`src/rtl/sim_link_ctrl_if.sv`:
```
// Bundle of the link controller's command, serial and status signals.
// slave: controller side; master: car-control / device side.
interface sim_link_ctrl_if #(
  parameter int CMD_W   = 6,
  parameter int NUM_DET = 4
);
  logic [CMD_W-1:0]   cmd;
  logic               rx;
  logic               tx;
  logic [NUM_DET-1:0] det;
  logic               det_stb;
  logic               link_ok;
  logic               frame_err;
  logic               tx_busy;

  modport slave (
    input  cmd, rx,
    output tx, det, det_stb, link_ok, frame_err, tx_busy
  );

  modport master (
    output cmd, rx,
    input  tx, det, det_stb, link_ok, frame_err, tx_busy
  );
endinterface

```
`src/rtl/sim_link_ctrl.sv`:
```
// Serial link controller: frames cmd into headed 8N1 bytes, receives detector bytes.
// Ports: sys_clk, rst_n (sync, active-low), bus (cmd/rx in; tx/det/status out).
module sim_link_ctrl #(
  parameter int CLK_HZ         = 100_000_000,
  parameter int BAUD           = 115200,
  parameter int CMD_W          = 6,
  parameter int NUM_DET        = 4,
  parameter int REFRESH_CYCLES = 10_000_000,
  parameter int TIMEOUT_CYCLES = 50_000_000
) (
  input logic           sys_clk,
  input logic           rst_n,
  sim_link_ctrl_if.slave bus
);
  localparam int CPB = CLK_HZ / BAUD;
  localparam int CW  = $clog2(CPB + 1);
  localparam int RW  = $clog2(REFRESH_CYCLES + 1);
  localparam int TW  = $clog2(TIMEOUT_CYCLES + 1);
  localparam bit TWO_B = (CMD_W > 6);
  localparam logic [CW-1:0] CPB_M1  = CW'(CPB - 1);
  localparam logic [CW-1:0] HALF_M1 = CW'(CPB / 2 - 1);
  localparam logic [RW-1:0] REF_M1  = RW'(REFRESH_CYCLES - 1);
  localparam logic [TW-1:0] TMO_MAX = TW'(TIMEOUT_CYCLES);

  typedef enum logic [2:0] {
    T_IDLE, T_LOAD, T_START, T_DATA, T_STOP
  } tx_st_t;

  typedef enum logic [1:0] {
    R_IDLE, R_START, R_DATA, R_STOP
  } rx_st_t;

  // ---------------- transmitter ----------------
  tx_st_t           tx_st_q;
  logic [CW-1:0]    tx_cnt_q;
  logic [2:0]       tx_bit_q;
  logic [7:0]       tx_sh_q;
  logic [7:0]       tx_nx_q;
  logic             tx_byte_q;
  logic [CMD_W-1:0] sent_cmd_q;
  logic             first_q;
  logic [RW-1:0]    ref_q;
  logic             tx_q;
  logic             tx_busy_q;

  logic [11:0] cmd_x;
  logic        trig;
  logic        tx_end;

  assign cmd_x  = 12'(bus.cmd);
  assign trig   = (bus.cmd != sent_cmd_q) | (ref_q == REF_M1) | first_q;
  assign tx_end = (tx_cnt_q == CPB_M1);

  always_ff @(posedge sys_clk) begin
    if (!rst_n) begin
      tx_st_q    <= T_IDLE;
      tx_cnt_q   <= '0;
      tx_bit_q   <= '0;
      tx_sh_q    <= '0;
      tx_nx_q    <= '0;
      tx_byte_q  <= 1'b0;
      sent_cmd_q <= '0;
      first_q    <= 1'b1;
      ref_q      <= '0;
      tx_q       <= 1'b1;
      tx_busy_q  <= 1'b0;
    end else begin
      unique case (tx_st_q)
        T_IDLE: begin
          if (trig) tx_st_q <= T_LOAD;
          else      ref_q   <= ref_q + 1'b1;
        end
        // Both bytes are built from the same snapshot so a
        // later cmd change cannot tear the frame.
        T_LOAD: begin
          sent_cmd_q <= bus.cmd;
          first_q    <= 1'b0;
          ref_q      <= '0;
          tx_sh_q    <= {2'b10, cmd_x[5:0]};
          tx_nx_q    <= {2'b11, cmd_x[11:6]};
          tx_byte_q  <= 1'b0;
          tx_cnt_q   <= '0;
          tx_q       <= 1'b0;
          tx_busy_q  <= 1'b1;
          tx_st_q    <= T_START;
        end
        T_START: begin
          if (tx_end) begin
            tx_cnt_q <= '0;
            tx_bit_q <= '0;
            tx_q     <= tx_sh_q[0];
            tx_sh_q  <= tx_sh_q >> 1;
            tx_st_q  <= T_DATA;
          end else begin
            tx_cnt_q <= tx_cnt_q + 1'b1;
          end
        end
        T_DATA: begin
          if (tx_end) begin
            tx_cnt_q <= '0;
            if (tx_bit_q == 3'd7) begin
              tx_q    <= 1'b1;
              tx_st_q <= T_STOP;
            end else begin
              tx_q     <= tx_sh_q[0];
              tx_sh_q  <= tx_sh_q >> 1;
              tx_bit_q <= tx_bit_q + 1'b1;
            end
          end else begin
            tx_cnt_q <= tx_cnt_q + 1'b1;
          end
        end
        T_STOP: begin
          if (tx_end) begin
            tx_cnt_q <= '0;
            if (TWO_B && !tx_byte_q) begin
              tx_sh_q   <= tx_nx_q;
              tx_byte_q <= 1'b1;
              tx_q      <= 1'b0;
              tx_st_q   <= T_START;
            end else begin
              tx_busy_q <= 1'b0;
              tx_st_q   <= T_IDLE;
            end
          end else begin
            tx_cnt_q <= tx_cnt_q + 1'b1;
          end
        end
        default: tx_st_q <= T_IDLE;
      endcase
    end
  end

  // ---------------- receiver ----------------
  logic rx_s1_q, rx_s2_q, rx_prev_q;

  always_ff @(posedge sys_clk) begin
    if (!rst_n) begin
      rx_s1_q   <= 1'b1;
      rx_s2_q   <= 1'b1;
      rx_prev_q <= 1'b1;
    end else begin
      rx_s1_q   <= bus.rx;
      rx_s2_q   <= rx_s1_q;
      rx_prev_q <= rx_s2_q;
    end
  end

  rx_st_t        rx_st_q;
  logic [CW-1:0] rx_cnt_q;
  logic [2:0]    rx_bit_q;
  logic [7:0]    rx_sh_q;
  logic          byte_ok_q;
  logic          frame_err_q;

  always_ff @(posedge sys_clk) begin
    if (!rst_n) begin
      rx_st_q     <= R_IDLE;
      rx_cnt_q    <= '0;
      rx_bit_q    <= '0;
      rx_sh_q     <= '0;
      byte_ok_q   <= 1'b0;
      frame_err_q <= 1'b0;
    end else begin
      byte_ok_q   <= 1'b0;
      frame_err_q <= 1'b0;
      unique case (rx_st_q)
        R_IDLE: begin
          if (rx_prev_q && !rx_s2_q) begin
            rx_cnt_q <= '0;
            rx_st_q  <= R_START;
          end
        end
        // A line already back high at mid start bit was a glitch.
        R_START: begin
          if (rx_cnt_q == HALF_M1) begin
            rx_cnt_q <= '0;
            rx_bit_q <= '0;
            rx_st_q  <= rx_s2_q ? R_IDLE : R_DATA;
          end else begin
            rx_cnt_q <= rx_cnt_q + 1'b1;
          end
        end
        R_DATA: begin
          if (rx_cnt_q == CPB_M1) begin
            rx_cnt_q <= '0;
            rx_sh_q  <= {rx_s2_q, rx_sh_q[7:1]};
            if (rx_bit_q == 3'd7) rx_st_q  <= R_STOP;
            else                  rx_bit_q <= rx_bit_q + 1'b1;
          end else begin
            rx_cnt_q <= rx_cnt_q + 1'b1;
          end
        end
        R_STOP: begin
          if (rx_cnt_q == CPB_M1) begin
            rx_cnt_q    <= '0;
            rx_st_q     <= R_IDLE;
            byte_ok_q   <= rx_s2_q;
            frame_err_q <= !rx_s2_q;
          end else begin
            rx_cnt_q <= rx_cnt_q + 1'b1;
          end
        end
        default: rx_st_q <= R_IDLE;
      endcase
    end
  end

  // ---------------- link status ----------------
  logic [TW-1:0]      tmo_q, tmo_d;
  logic               link_q, link_d;
  logic [NUM_DET-1:0] det_q, det_d;
  logic               stb_q, stb_d;

  // A valid byte takes priority over a simultaneous timeout.
  always_comb begin
    tmo_d  = (tmo_q == TMO_MAX) ? tmo_q : tmo_q + 1'b1;
    link_d = link_q;
    det_d  = det_q;
    stb_d  = 1'b0;
    if (byte_ok_q) begin
      tmo_d  = '0;
      link_d = 1'b1;
      det_d  = rx_sh_q[NUM_DET-1:0];
      stb_d  = 1'b1;
    end else if (tmo_d == TMO_MAX) begin
      link_d = 1'b0;
      det_d  = '0;
    end
  end

  always_ff @(posedge sys_clk) begin
    if (!rst_n) begin
      tmo_q  <= '0;
      link_q <= 1'b0;
      det_q  <= '0;
      stb_q  <= 1'b0;
    end else begin
      tmo_q  <= tmo_d;
      link_q <= link_d;
      det_q  <= det_d;
      stb_q  <= stb_d;
    end
  end

  assign bus.tx        = tx_q;
  assign bus.tx_busy   = tx_busy_q;
  assign bus.det       = det_q;
  assign bus.det_stb   = stb_q;
  assign bus.link_ok   = link_q;
  assign bus.frame_err = frame_err_q;
endmodule

```
`src/flat_wrapper.sv`:
```
// flat-port wrapper written by rule: the top's interface ports become plain ports
module sim_link_ctrl_flat 
#(
  parameter int CLK_HZ         = 100_000_000,
  parameter int BAUD           = 115200,
  parameter int CMD_W          = 6,
  parameter int NUM_DET        = 4,
  parameter int REFRESH_CYCLES = 10_000_000,
  parameter int TIMEOUT_CYCLES = 50_000_000
)
  (sys_clk, rst_n, bus_cmd, bus_rx, bus_tx, bus_det, bus_det_stb, bus_link_ok, bus_frame_err, bus_tx_busy);
  sim_link_ctrl_if #(.CMD_W(CMD_W), .NUM_DET(NUM_DET)) bus_i ();
  input logic sys_clk;
  input logic rst_n;
  input wire logic [$bits(bus_i.cmd)-1:0] bus_cmd;
  input wire logic [$bits(bus_i.rx)-1:0] bus_rx;
  output wire logic [$bits(bus_i.tx)-1:0] bus_tx;
  output wire logic [$bits(bus_i.det)-1:0] bus_det;
  output wire logic [$bits(bus_i.det_stb)-1:0] bus_det_stb;
  output wire logic [$bits(bus_i.link_ok)-1:0] bus_link_ok;
  output wire logic [$bits(bus_i.frame_err)-1:0] bus_frame_err;
  output wire logic [$bits(bus_i.tx_busy)-1:0] bus_tx_busy;
  assign bus_i.cmd = bus_cmd;
  assign bus_i.rx = bus_rx;
  assign bus_tx = bus_i.tx;
  assign bus_det = bus_i.det;
  assign bus_det_stb = bus_i.det_stb;
  assign bus_link_ok = bus_i.link_ok;
  assign bus_frame_err = bus_i.frame_err;
  assign bus_tx_busy = bus_i.tx_busy;
  sim_link_ctrl #(.CLK_HZ(CLK_HZ), .BAUD(BAUD), .CMD_W(CMD_W), .NUM_DET(NUM_DET), .REFRESH_CYCLES(REFRESH_CYCLES), .TIMEOUT_CYCLES(TIMEOUT_CYCLES)) u_core (.sys_clk(sys_clk), .rst_n(rst_n), .bus(bus_i));
endmodule
```
`config.mk`:
```
export PLATFORM = sky130hd
export DESIGN_NAME = sim_link_ctrl_flat
export DESIGN_NICKNAME = d
export VERILOG_FILES = /design/src/rtl/sim_link_ctrl_if.sv /design/src/rtl/sim_link_ctrl.sv /design/src/flat_wrapper.sv
export SDC_FILE = /design/constraint.sdc
export NUM_CORES = 1
export LEC_CHECK = 0
export BUFFER_PORTS_ARGS = -buffer_cell sky130_fd_sc_hd__buf_2
export CORE_UTILIZATION = 30
export CTS_BUF_LIST = sky130_fd_sc_hd__clkbuf_16
export DETAILED_ROUTE_END_ITERATION = 8
export GPL_ROUTABILITY_DRIVEN = 0
export GPL_TIMING_DRIVEN = 1
export PLACE_DENSITY = 0.51
export SYNTH_ARGS = -nofsm -noshare
export SYNTH_HDL_FRONTEND = slang
export SYNTH_SLANG_ARGS = --single-unit
export TNS_END_PERCENT = 5
```
`constraint.sdc`:
```
create_clock -name sys_clk -period 6.4 [get_ports sys_clk]
set_clock_uncertainty 0.05 [all_clocks]
set_input_delay 0.96 -clock sys_clk [delete_from_list [all_inputs] [get_ports sys_clk]]
set_output_delay 0.96 -clock sys_clk [all_outputs]
set_load 0.005 [all_outputs]
```
Word level (Yosys, flattened, before mapping)

Cells that the tools add are included.

Bits of input ports: 9
Bits in registers: 117
Logic and storage cells: 128
Output and inout bits: 9

Reduce and logical (&&, ||, !) cells: 24
Muxes and demuxes: 44
$add $sub $neg: 6
Bitwise logic cells: 3
Equal/unequal tests: 29

Operators with widths:

| operator                                                                | number |
|---|---|
| 26-bit equality test, second input constant                             | 2 |
| 24-bit case mux with 2 select lines                                     | 1 |
| 10-bit 2-to-1 mux                                                       | 4 |
| 3-bit 2-to-1 mux                                                        | 10 |
| 10-bit case mux with 3 select lines                                     | 1 |
| 26-bit by 1-bit adder with 26-bit output, second input constant         | 1 |
| 26-bit 2-to-1 mux                                                       | 1 |
| 24-bit by 1-bit adder with 24-bit output, second input constant         | 1 |
| 24-bit equality test, second input constant                             | 1 |
| 24-bit 2-to-1 mux                                                       | 1 |
| 8-bit 2-to-1 mux                                                        | 3 |
| 8-bit case mux with 3 select lines                                      | 1 |
| 10-bit by 1-bit adder with 10-bit output, second input constant         | 2 |
| 10-bit equality test, second input constant                             | 2 |
| 2-bit by 1-bit inequality test with 1-bit output, second input constant | 10 |
| 10-bit case mux with 2 select lines                                     | 1 |
| 3-bit case mux with 5 select lines                                      | 1 |
| 2-bit 2-to-1 mux                                                        | 6 |
| 3-bit case mux with 2 select lines                                      | 2 |
| 4-bit AND reduction                                                     | 3 |
| 2-bit nonzero test                                                      | 6 |
| 10-bit by 9-bit equality test with 1-bit output, second input constant  | 1 |
| 5-bit AND reduction                                                     | 2 |
| 3-bit equality test, second input constant                              | 3 |
| 23 further kinds                                                        | 40 |

Longest topological paths before layout

Gate-level depths: netlist of run 1.

Depth in word-level cells: 5
Gate-level depth with buffers: 10
Depth with buffers taken out: 9

Worst setup path before layout of run 1

OpenSTA, ideal clock, no wires.

Path kind: input port to flip-flop
Start point: in bus_cmd[1]
End point: reg u_core.ref_q[23]
Arrival time: 2.433 ns
Stages on the path: 9
Path buffers: 2
Data required time: 6.231 ns
Slack: 3.798 ns
Library setup time: 0.119 ns
Cell sequence: xnor2_1 > nand3_1 > a211oi_1 > clkbuf_1 > and4_1 > clkbuf_1 > nand4_1 > xor2_1 > nor2_1

Word-level cells in the longest chain between the ends: 5

RTL lines:

| item                                   | line                | source |
|---|---|---|
| from (decl)                            | flat_wrapper.sv:15  | `input wire logic [$bits(bus_i.cmd)-1:0] bus_cmd;` |
| 6-bit inequality test                  | sim_link_ctrl.sv:51 | `assign trig = (bus.cmd != sent_cmd_q) \| (ref_q == REF_M1) \| first_q;` |
| 1-bit bitwise OR (2 in series)         | sim_link_ctrl.sv:51 |  |
| 2-bit inequality test (no source line) | -                   |  |
| 2-bit AND reduction (no source line)   | -                   |  |
| to (signal assigned)                   | sim_link_ctrl.sv:71 | `else ref_q <= ref_q + 1'b1;` |
| to (decl)                              | sim_link_ctrl.sv:42 | `logic [RW-1:0] ref_q;` |

No other way between the ends.
A chain may end at the register's enable or synchronous reset.

Final worst setup path of run 1

Start point: reg u_core.tmo_q[0]
End point: reg u_core.link_q (netlist: u_core.bus.link_ok)

Word-level cells in the longest chain between the ends: 4
Elaborated cells between the ends (all ways): 5
Those cells by class: add/sub: 1; eq/ne: 2; mux: 1; reduce/logical: 1

RTL lines:

| item                                                                                    | line                 | source |
|---|---|---|
| from (decl)                                                                             | sim_link_ctrl.sv:210 | `logic [TW-1:0] tmo_q, tmo_d;` |
| from (signal assigned)                                                                  | sim_link_ctrl.sv:239 | `tmo_q <= tmo_d;` |
| 26-bit by 1-bit adder with 26-bit output / 26-bit equality test (equally long branches) | sim_link_ctrl.sv:217 | `tmo_d = (tmo_q == TMO_MAX) ? tmo_q : tmo_q + 1'b1;` |
| 26-bit 2-to-1 mux (*)                                                                   | sim_link_ctrl.sv:217 |  |
| 26-bit equality test (*)                                                                | sim_link_ctrl.sv:226 | `end else if (tmo_d == TMO_MAX) begin` |
| 2-bit nonzero test (no source line) (*)                                                 | -                    |  |
| to (signal assigned)                                                                    | sim_link_ctrl.sv:240 | `link_q <= link_d;` |
| to (decl)                                                                               | sim_link_ctrl.sv:211 | `logic link_q, link_d;` |

Every way passes the cells marked *; elsewhere a longest branch is shown, timed or not.

==> run metrics, run 1 <==
status=complete, no violations; largest net degree at the start of global routing=44; final hold slack=~0.36 ns; CTS sink count=between 100 and 150; worst slew pin tran=between 1 and 1.5 ns; ranking of synthesized cells by area=dfxtp_1 (42%), nor2_1 (6.6%), nand2_1 (5.3%); post-cts resize count=0; Worst Setup Path Type=register to register; FF-to-FF Start=u_core.tmo_q[0]; All-Layer GR Usage=13.6%; grt total ovfl=0; main combinational cell family by area after synthesis=simple AND/OR/NAND/NOR gates; layout cells sized above 1=a little under a tenth; met2 wire length=between 5000 and 6000 um; Clock Pin Slew Worst Setup and Hold Paths=around 0.050 ns; TritonRoute pass-1 iters=4; final worst-path cycle share=around 44%; Fillers=about 1.8k; CTS Buf Count=17; top cell type's share of synthesized area=approximately two fifths; wire length on met1=5980 um; final hold vios=0; die area=about 19,000 um^2; antenna cells=0; Net Sw Frac=about a quarter; # IOs=18; H-Tree Depth=4; Detailed Route Iter0 Violations=about 200; drt wl/cell=about 13 um; WP data required=6.64 ns; setup ws final=3.58 ns; max layer used=met4; min Tclk post-route=about 2.8 ns; initial antenna violation count=0; Synth Area in Compound Gates=11.2%; detailed placement HPWL=8380 um; LEAKAGE=between 2 and 2.5 nW; post-synthesis xor/xnor area fraction=slightly below 10%; Syn. warnings=0; Place WS=around 3.5 ns; Max Freq=between 300 and 400 MHz; setup repair bufs after CTS=0; FF+latch count, synth=117; first-pass GRT wire length=21,400 um; Syn Inst Count=around 680; IO buf count=17; Die Ht=between 100 and 150 um; Worst setup EP type=register; Core Rows=a little under 50; Synth Area in Adders=between 2 and 2.5%; hold_buf cts=0; final number of setup-violating endpoints=0; Final ANT Viol Nets=0; drc violations=0; Via density=a little over 5; Pint=roughly 0.0014 W; Skew-Pair Late Insertion Delay=approximately 0.4 ns; setup repair after global routing missed its margin=false; commonest non-fill, non-tap cell in the layout=dfxtp_1; Primary FF master, synth=dfxtp_1; FFs w/ async S/R, synth=0%; Yosys cell types=58; number of global-route vias before repair=around 4.5k; CTS Buffer Depth=2; WL final=between 10,000 and 15,000 um; most frequent cells in the layout=dfxtp_1 (117), nor2_1 (99), nand2_1 (80), a21oi_1 (44), nand3_1 (42); Core Area=18,200 um^2; Root Driver=clkbuf_16; Worst Hold Launch=u_core.rx_s1_q; final core utilization=approximately a third; Initial Util=between 30% and 40%; Clock power frac=51.1%; mux cell area share after synthesis=between 1.5 and 2%; Post-DP Area=roughly 5900 um^2; sequential fraction of design power=43.1%; Max Cap Violations=0; largest area contributor in the netlist=dfxtp_1; combinational power share=between 5 and 6%; crit path launch=u_core.tmo_q[0]; Hold Path Class=register to register; VDD IR-drop max=0.169 mV; Post-layout nets=about 700; Area Growth Syn to Fin=14.0%; Slew HR=32.4%; DR vias=roughly 4.7k; Net Sw Power=between 0.0004 and 0.0005 W; crit start category=register; wire length on met3=between 300 and 400 um; worst-path maximum fanout=10; fin. max-slew vios=0; P per Cell Area=~280 nW/um^2; Final TNS setup=0 ns; post-route cell area=approximately 6400 um^2; Syn Area/Cell=around 8.3 um^2; TritonCTS clock tree=done; CP arrival=slightly above 3 ns; simple-gate share of the synthesized area=29.6%; syn nets=approximately 700; Post-synth EDFFs=0; Die W=between 100 and 150 um; Mapped Area=5640 um^2; sequential fraction of the synthesis area=between 40% and 50%
## per-stage QoR
stage,total power [W],cells
2_1_floorplan,0.000857,683
3_3_place_gp,0.000882,895
3_5_place_dp,0.000886,895
4_1_cts,0.00180,927
5_1_grt,0.00185,927
6_report,0.00178,927
## worst paths after layout
path / end / slack, ns / cells after the start
setup / recovery: u_core.bus.link_ok / 3.58 / 8
hold reg to reg: u_core.rx_s2_q / 0.36 / 1
setup reg to reg: u_core.bus.link_ok / 3.58 / 8
hold / removal: u_core.rx_s2_q / 0.36 / 1
## critical path: stages (launching register included)
cell and delay [ns]:
dfxtp_1 0.46, ha_1 0.26, and3_1 0.35, nand4_2 0.28, o31a_1 0.37, o31ai_1 0.36
nand4_4 0.09, and4b_4 0.41, o21bai_2 0.08
## registers in the layout, summed over array words and instances (netlist names), 3 cells and up, named ones only
signal	count
u_core.rx_cnt_q	10
u_core.ref_q	24
u_core.tx_bit_q	3
u_core.tx_st_q	3
u_core.rx_bit_q	3
u_core.rx_sh_q	8
u_core.tx_cnt_q	10
u_core.bus.det	4
u_core.sent_cmd_q	6
u_core.tx_sh_q	8
u_core.tmo_q	26
## cell families (layout without fill, tap and decap cells)
kind of cell	after synthesis	count (layout)
buffers and inverters	49	64
AOI/OAI and AO/OA	100	100
xor gates and xnor gates	63	63
muxes	10	10
and+or+nand+nor	334	334
adders and majority gates	10	10
DFF	117	117
## synthesized netlist by cell type, drive strengths merged (2+ instances only)
cell,count
ha,10
a31oi,4
nand4b,2
and3,11
a311oi,2
a22oi,3
nand2,80
or3,6
dfxtp,117
buf,11
o21ai,18
nor4b,2
nor4,10
nor3,16
nand2b,8
or4,3
a21oi,44
o211ai,3
nor2b,6
and2,8
o31a,2
mux2i,10
nand3,43
xnor2,29
nor4bb,3
clkbuf,27
nand4,19
inv,10
nor3b,6
xor2,34
nor2,99
a211oi,14
and4,8
## layout make-up
| cell class | instances | area [um^2] | area share, % |
|---|---|---|---|
| clock buffer | 17 | 425 | 6.62 |
| clock inverter | 15 | 139 | 2.16 |
| inverter | 11 | 41.3 | 0.643 |
| multi-input combinational | 517 | 3080 | 47.9 |
| sequential | 117 | 2340 | 36.4 |
| tap | 229 | 287 | 4.46 |
| timing repair buffer | 21 | 115 | 1.79 |
## power by group through the flow
stage               Sequential, W  Clock [W]  Combinational (W)
finish                   0.000766   0.000907           0.000103
floorplan                0.000774          0          0.0000832
global route             0.000769   0.000967           0.000119
detailed placement       0.000782          0           0.000104
global placement         0.000780          0           0.000101
CTS                      0.000766   0.000933           0.000105
## layer usage
metal,GRT usage (%),vias to the layer above
met3,3.49,12
met1,16.7,2230
met2,22.9,52
met4,5.15,0
met5,0,-
li1,-,2385
No activity file was read; power rests on OpenSTA's default activity.
==> run 2: changes to the inputs <==
--- a/config.mk
+++ b/config.mk
@@ -11,7 +11,7 @@
 export DETAILED_ROUTE_END_ITERATION = 8
 export GPL_ROUTABILITY_DRIVEN = 0
 export GPL_TIMING_DRIVEN = 1
-export PLACE_DENSITY = 0.51
+export PLACE_DENSITY = 0.53
 export SYNTH_ARGS = -nofsm -noshare
 export SYNTH_HDL_FRONTEND = slang
 export SYNTH_SLANG_ARGS = --single-unit
==> constraint.sdc (replaced) <==
create_clock -name sys_clk -period 2.5 [get_ports sys_clk]
set_clock_uncertainty 0.05 [all_clocks]
set_input_delay 0.375 -clock sys_clk [delete_from_list [all_inputs] [get_ports sys_clk]]
set_output_delay 0.375 -clock sys_clk [all_outputs]
set_load 0.005 [all_outputs]
==> run 2 against run 1 <==
  * The run now ends with design-rule violations left
  * Setup slack got worse by 3.5 ns
  * Sequential cell count did not move
  * Combinational power rose to 2.9 times the previous value
  * Sequential share of layout area fell by 2.0 points
  * Hold slack got worse by 0.26 ns
  * Cell count rose by 4.1%
  * Global-route usage fell by 0.21 points
==> run metrics, run 2 (synthesis gave the netlist of run 1 again) <==
most frequent cells in the layout=dfxtp_1 (116), nor2_1 (99), nand2_1 (80), a21oi_1 (44); Initial Util=between 30% and 40%; Post-DP Area=about 6000 um^2; largest net degree at the start of global routing=26; LEAKAGE=2.49 nW; setup repair after global routing missed its margin=true; CTS Buf Count=17; Hold Path Class=primary input to register; drt wl/cell=12.6 um; final worst-path cycle share=between 90% and 100%; Worst Setup Path Type=register to register; layout cells sized above 1=15.1%; Design Power=approximately 0.0048 W; status=finished with violations; post-route cell area=roughly 7000 um^2; WP data required=between 2 and 3 ns; final hold vios=0; most flop-heavy register=u_core.tmo_q; Post-layout nets=between 700 and 800; Detailed Route Iter0 Violations=around 250; initial antenna violation count=0; top flop regs=u_core.tmo_q (26), u_core.ref_q (24); drc violations=2; Skew-Pair Late Insertion Delay=around 0.42 ns; # IOs=18; setup ws final=0.116 ns; max FFs per register=26; CTS Buffer Depth=2; WL final=between 10,000 and 15,000 um; fin. max-slew vios=0; Final TNS setup=0 ns; commonest non-fill, non-tap cell in the layout=dfxtp_1; min Tclk post-route=around 2.4 ns; reg-to-reg setup timing slack=about 0.12 ns; Final ANT Viol Nets=0; final number of setup-violating endpoints=0; All-Layer GR Usage=between 10% and 20%; H-Tree Depth=4; failing checks=design-rule violations; Via density=4.75; antenna cells=0; Die W=~140 um; Worst setup EP type=register; CTS sink count=117; worst slew pin tran=about 0.95 ns; Root Driver=clkbuf_16; grt total ovfl=0; final hold slack=0.0969 ns; Cell Chain, Critical Path=inv_2 > ha_1 > nor4b_4 > nand2_1 > or4_4 > or3_4 > a221oi_2 > and4b_4 > o21bai_2; Fillers=roughly 1.9k; Area Growth Syn to Fin=20.6%; IO buf count=17; TritonCTS clock tree=done; post-cts resize count=0; VDD IR-drop max=0.434 mV; hold_buf cts=0; Core Rows=49; worst-path maximum fanout=5; Max Freq=~420 MHz; setup repair bufs after CTS=0; detailed placement HPWL=between 8000 and 9000 um; Clock Pin Slew Worst Setup and Hold Paths=0.05 ns; critical path's slowest cell=or4_4; Slew HR=between 30 and 40%; Die Ht=roughly 140 um; Place WS=approximately 0.084 ns; first-pass GRT wire length=between 20,000 and 25,000 um; DR vias=roughly 4.6k; P per Cell Area=around 700 nW/um^2; critical path's largest stage delay=approximately 0.48 ns; die area=just under 20,000 um^2; number of global-route vias before repair=roughly 4.3k; CP arrival=2.64 ns; Core Area=around 18,000 um^2; Max Cap Violations=0; TritonRoute pass-1 iters=6; crit start category=register
[run 2: cell count changes in the layout (fill, tap and decap cells not counted), sizes merged]
cell | before | now
bufinv | 2 | 4
inv | 13 | 10
buf | 21 | 59
clkinvlp | 2 | 0
clkinv | 9 | 12
[run 2: final timing paths]
path              startpoint            endpoint  cells past startpoint
max reg2reg  u_core.tmo_q[0]  u_core.bus.link_ok                      9
min                   bus_rx      u_core.rx_s1_q                      2
max          u_core.tmo_q[0]  u_core.bus.link_ok                      9
min reg2reg   u_core.rx_s1_q      u_core.rx_s2_q                      1
[run 2: where the power goes]
part | total, W | switching, W | internal, W
clock network | 0.00252 | 0.000868 | 0.00165
logic | 0.000302 | 0.000184 | 0.000119
registers | 0.00195 | 0.0000375 | 0.00191
total | 0.00477 | 0.00109 | 0.00369
[run 2: worst max-delay path: cells and delay by family (launching register included)]
family / cells / cell delay [ns]
and+or+nand+nor: 5 / 1.40
DFF: 1 / 0.33
AOI/OAI and AO/OA: 2 / 0.29
adders and majority gates: 1 / 0.14
buffers and inverters: 1 / 0.05
[run 2: metrics by stage]
step	cells	util (%)
4_1_cts	965	37.2
3_3_place_gp	933	33.8
5_1_grt	965	37.3
3_5_place_dp	933	33.8
2_1_floorplan	683	-
6_report	965	37.3
[run 2: final cells by class]
type / instances / area (um^2) / area share, %
Clock buffer: 17 / 425 / 6.26
Clock inverter: 15 / 188 / 2.76
Inverter: 11 / 41.3 / 0.607
Multi-Input combinational cell: 517 / 3110 / 45.8
Sequential cell: 117 / 2340 / 34.5
Tap cell: 229 / 287 / 4.21
Timing Repair Buffer: 59 / 400 / 5.89
[run 2: per-layer routing]
| layer | wire, um | GRT usage [%] | vias to the layer above | share of wire [%] |
|---|---|---|---|---|
| met4 | 188 | 5.09 | 0 | 1.5 |
| met1 | 6310 | 17.9 | 2070 | 52 |
| met5 | 0 | 0 | - | 0 |
| li1 | - | - | 2448 | - |
| met2 | 5210 | 20.2 | 48 | 43 |
| met3 | 432 | 4.07 | 18 | 3.6 |
==> run 3: changes to the inputs <==
--- a/config.mk
+++ b/config.mk
@@ -11,7 +11,6 @@
 export DETAILED_ROUTE_END_ITERATION = 8
 export GPL_ROUTABILITY_DRIVEN = 0
 export GPL_TIMING_DRIVEN = 1
-export PLACE_DENSITY = 0.53
 export SYNTH_ARGS = -nofsm -noshare
 export SYNTH_HDL_FRONTEND = slang
 export SYNTH_SLANG_ARGS = --single-unit
==> run 3 against run 2 <==
  * The flow now finishes without violations
  * Setup slack worse by 0.0078 ns
  * Core utilization down 0.82 points
  * Clock power is 21% lower
  * Global-route usage shrank 0.21 points
  * Clock-buffer cell count is the same
  * Fmax fell by 0.32%
  * Cell area down 2.2%
  * Register-to-register slack hardly changed
  * Non-clock buffer count down 2
  * Sequential power barely moved
==> run metrics, run 3 (synthesis gave the netlist of run 1 again) <==
Area Growth Syn to Fin=17.9%; CTS Buffer Depth=2; grt total ovfl=0; critical path's largest stage delay=0.49 ns; initial antenna violation count=0; final worst-path cycle share=95.7%; most flop-heavy register=u_core.tmo_q; Max Freq=between 400 and 500 MHz; IO buf count=17; Slew HR=between 40% and 50%; TritonCTS clock tree=done; combinational power share=7.2%; TritonRoute pass-1 iters=6; Die Ht=139 um; LEAKAGE=2.42 nW; Worst setup EP type=register; post-route cell area=roughly 6600 um^2; sequential fraction of design power=about 46%; setup repair after global routing missed its margin=false; P per Cell Area=between 600 and 700 nW/um^2; drc violations=0; setup ws final=approximately 0.11 ns; Place WS=approximately 0.065 ns; antenna cells=0; Final TNS setup=0 ns; Max Cap Violations=0; first-pass GRT wire length=around 21,000 um; Hold Path Class=primary input to register; final hold vios=0; min Tclk post-route=2.39 ns; Cell Chain, Critical Path=inv_2 > ha_1 > nor4b_4 > nand2_1 > or4_4 > or3_4 > a221oi_2 > and4b_4 > o21bai_2; # IOs=18; Clock Pin Slew Worst Setup and Hold Paths=0.05 ns; Net Sw Power=around 0.0010 W; Final ANT Viol Nets=0; CTS Buf Count=17; Post-layout nets=740; Net Sw Frac=a little under a quarter; VDD IR-drop max=~0.45 mV; All-Layer GR Usage=13.2%; crit start category=register; most frequent cells in the layout=dfxtp_1 (115), nor2_1 (99), nand2_1 (80), a21oi_1 (44), nand3_1 (42); largest net degree at the start of global routing=24; critical path's slowest cell=or4_4; DR vias=around 4.7k; Via density=just under 5; Core Rows=a little under 50; Pint=0.00324 W; worst-path maximum fanout=5; drt wl/cell=around 13 um; Die W=139 um; CTS sink count=~120; Post-DP Area=~6000 um^2; Clock power frac=around 47%; status=complete, no violations; Initial Util=approximately 31%; final number of setup-violating endpoints=0; fin. max-slew vios=0; Worst Setup Path Type=register to register; WP data required=roughly 2.8 ns; number of global-route vias before repair=~4.3k; detailed placement HPWL=between 8000 and 9000 um; H-Tree Depth=4; WL final=~12,000 um; layout cells sized above 1=between 10 and 15%; Detailed Route Iter0 Violations=approximately 280; Core Area=~18,000 um^2; max FFs per register=26; worst slew pin tran=0.863 ns; commonest non-fill, non-tap cell in the layout=dfxtp_1; CP arrival=2.64 ns; top flop regs=u_core.tmo_q (26), u_core.ref_q (24); Skew-Pair Late Insertion Delay=roughly 0.41 ns; die area=slightly below 20,000 um^2; Root Driver=clkbuf_16
## run 3: cell count changes in the layout (fill, tap and decap cells not counted), moves of 2 or more
| cell | previous run | this run |
|---|---|---|
| inv_1 | 8 | 12 |
| bufinv_16 | 4 | 0 |
| clkinv_4 | 4 | 0 |
| buf_4 | 42 | 40 |
## run 3: timing repair
| item | CTS | global route |
|---|---|---|
| resized for setup | 0 | 8 |
| hold buffers | 0 | 0 |
| setup buffers | 0 | 0 |
| setup endpoints to repair | 0 | 5 |
## run 3: worst paths after layout
| path | startpoint | endpoint | slack [ns] | cells after the start |
|---|---|---|---|---|
| setup / recovery | u_core.tmo_q[0] | u_core.bus.link_ok | 0.11 | 9 |
| hold / removal | bus_rx | u_core.rx_s1_q | 0.1 | 2 |
| setup reg to reg | u_core.tmo_q[0] | u_core.bus.link_ok | 0.11 | 9 |
| hold reg to reg | u_core.rx_s1_q | u_core.rx_s2_q | 0.37 | 1 |
## run 3: worst max-delay path: cells and delay by family (launching register included)
| family | cells | cell delay [ns] |
|---|---|---|
| flip-flops | 1 | 0.33 |
| AO/OA/AOI/OAI | 2 | 0.30 |
| AND/OR/NAND/NOR | 5 | 1.41 |
| adder cells (fa/ha/maj) | 1 | 0.14 |
| buffers and inverters | 1 | 0.05 |
## run 3: per-layer routing
metal | part of all wire (%) | track usage [%]
met4 | 0.97 | 4.04
met1 | 50 | 17.6
met5 | 0 | 0
met3 | 3.2 | 3.76
met2 | 45 | 20.5
## run 3: area by class of cell
class | count | area [um^2]
Timing Repair Buffer | 57 | 385
Inverter | 11 | 41.3
Clock inverter | 12 | 53.8
Sequential cell | 117 | 2340
Clock buffer | 17 | 425
Fill cell | 1849 | 11600
Multi-Input combinational cell | 517 | 3110
Tap cell | 229 | 287
## run 3: metrics by stage
| step | utilization, % | total power [W] | hold WS (ns) | cells |
|---|---|---|---|---|
| finish | 36.5 | 0.00426 | 0.0999 | 960 |
| floorplan | - | 0.00220 | 0.336 | 683 |
| global route | 36.5 | 0.00446 | 0.0969 | 960 |
| global placement | 33.7 | 0.00229 | 0.357 | 931 |
| CTS | 36.4 | 0.00432 | 0.0919 | 960 |
| detailed placement | 33.7 | 0.00230 | 0.365 | 931 |
## run 3: power groups by stage
| stage | sequential (W) | clock (W) | combinational [W] |
|---|---|---|---|
| finish | 0.00196 | 0.00200 | 0.000305 |
| global route | 0.00196 | 0.00214 | 0.000350 |
| CTS | 0.00195 | 0.00206 | 0.000306 |
| detailed placement | 0.00199 | 0 | 0.000304 |
| global placement | 0.00199 | 0 | 0.000302 |
| floorplan | 0.00198 | 0 | 0.000215 |
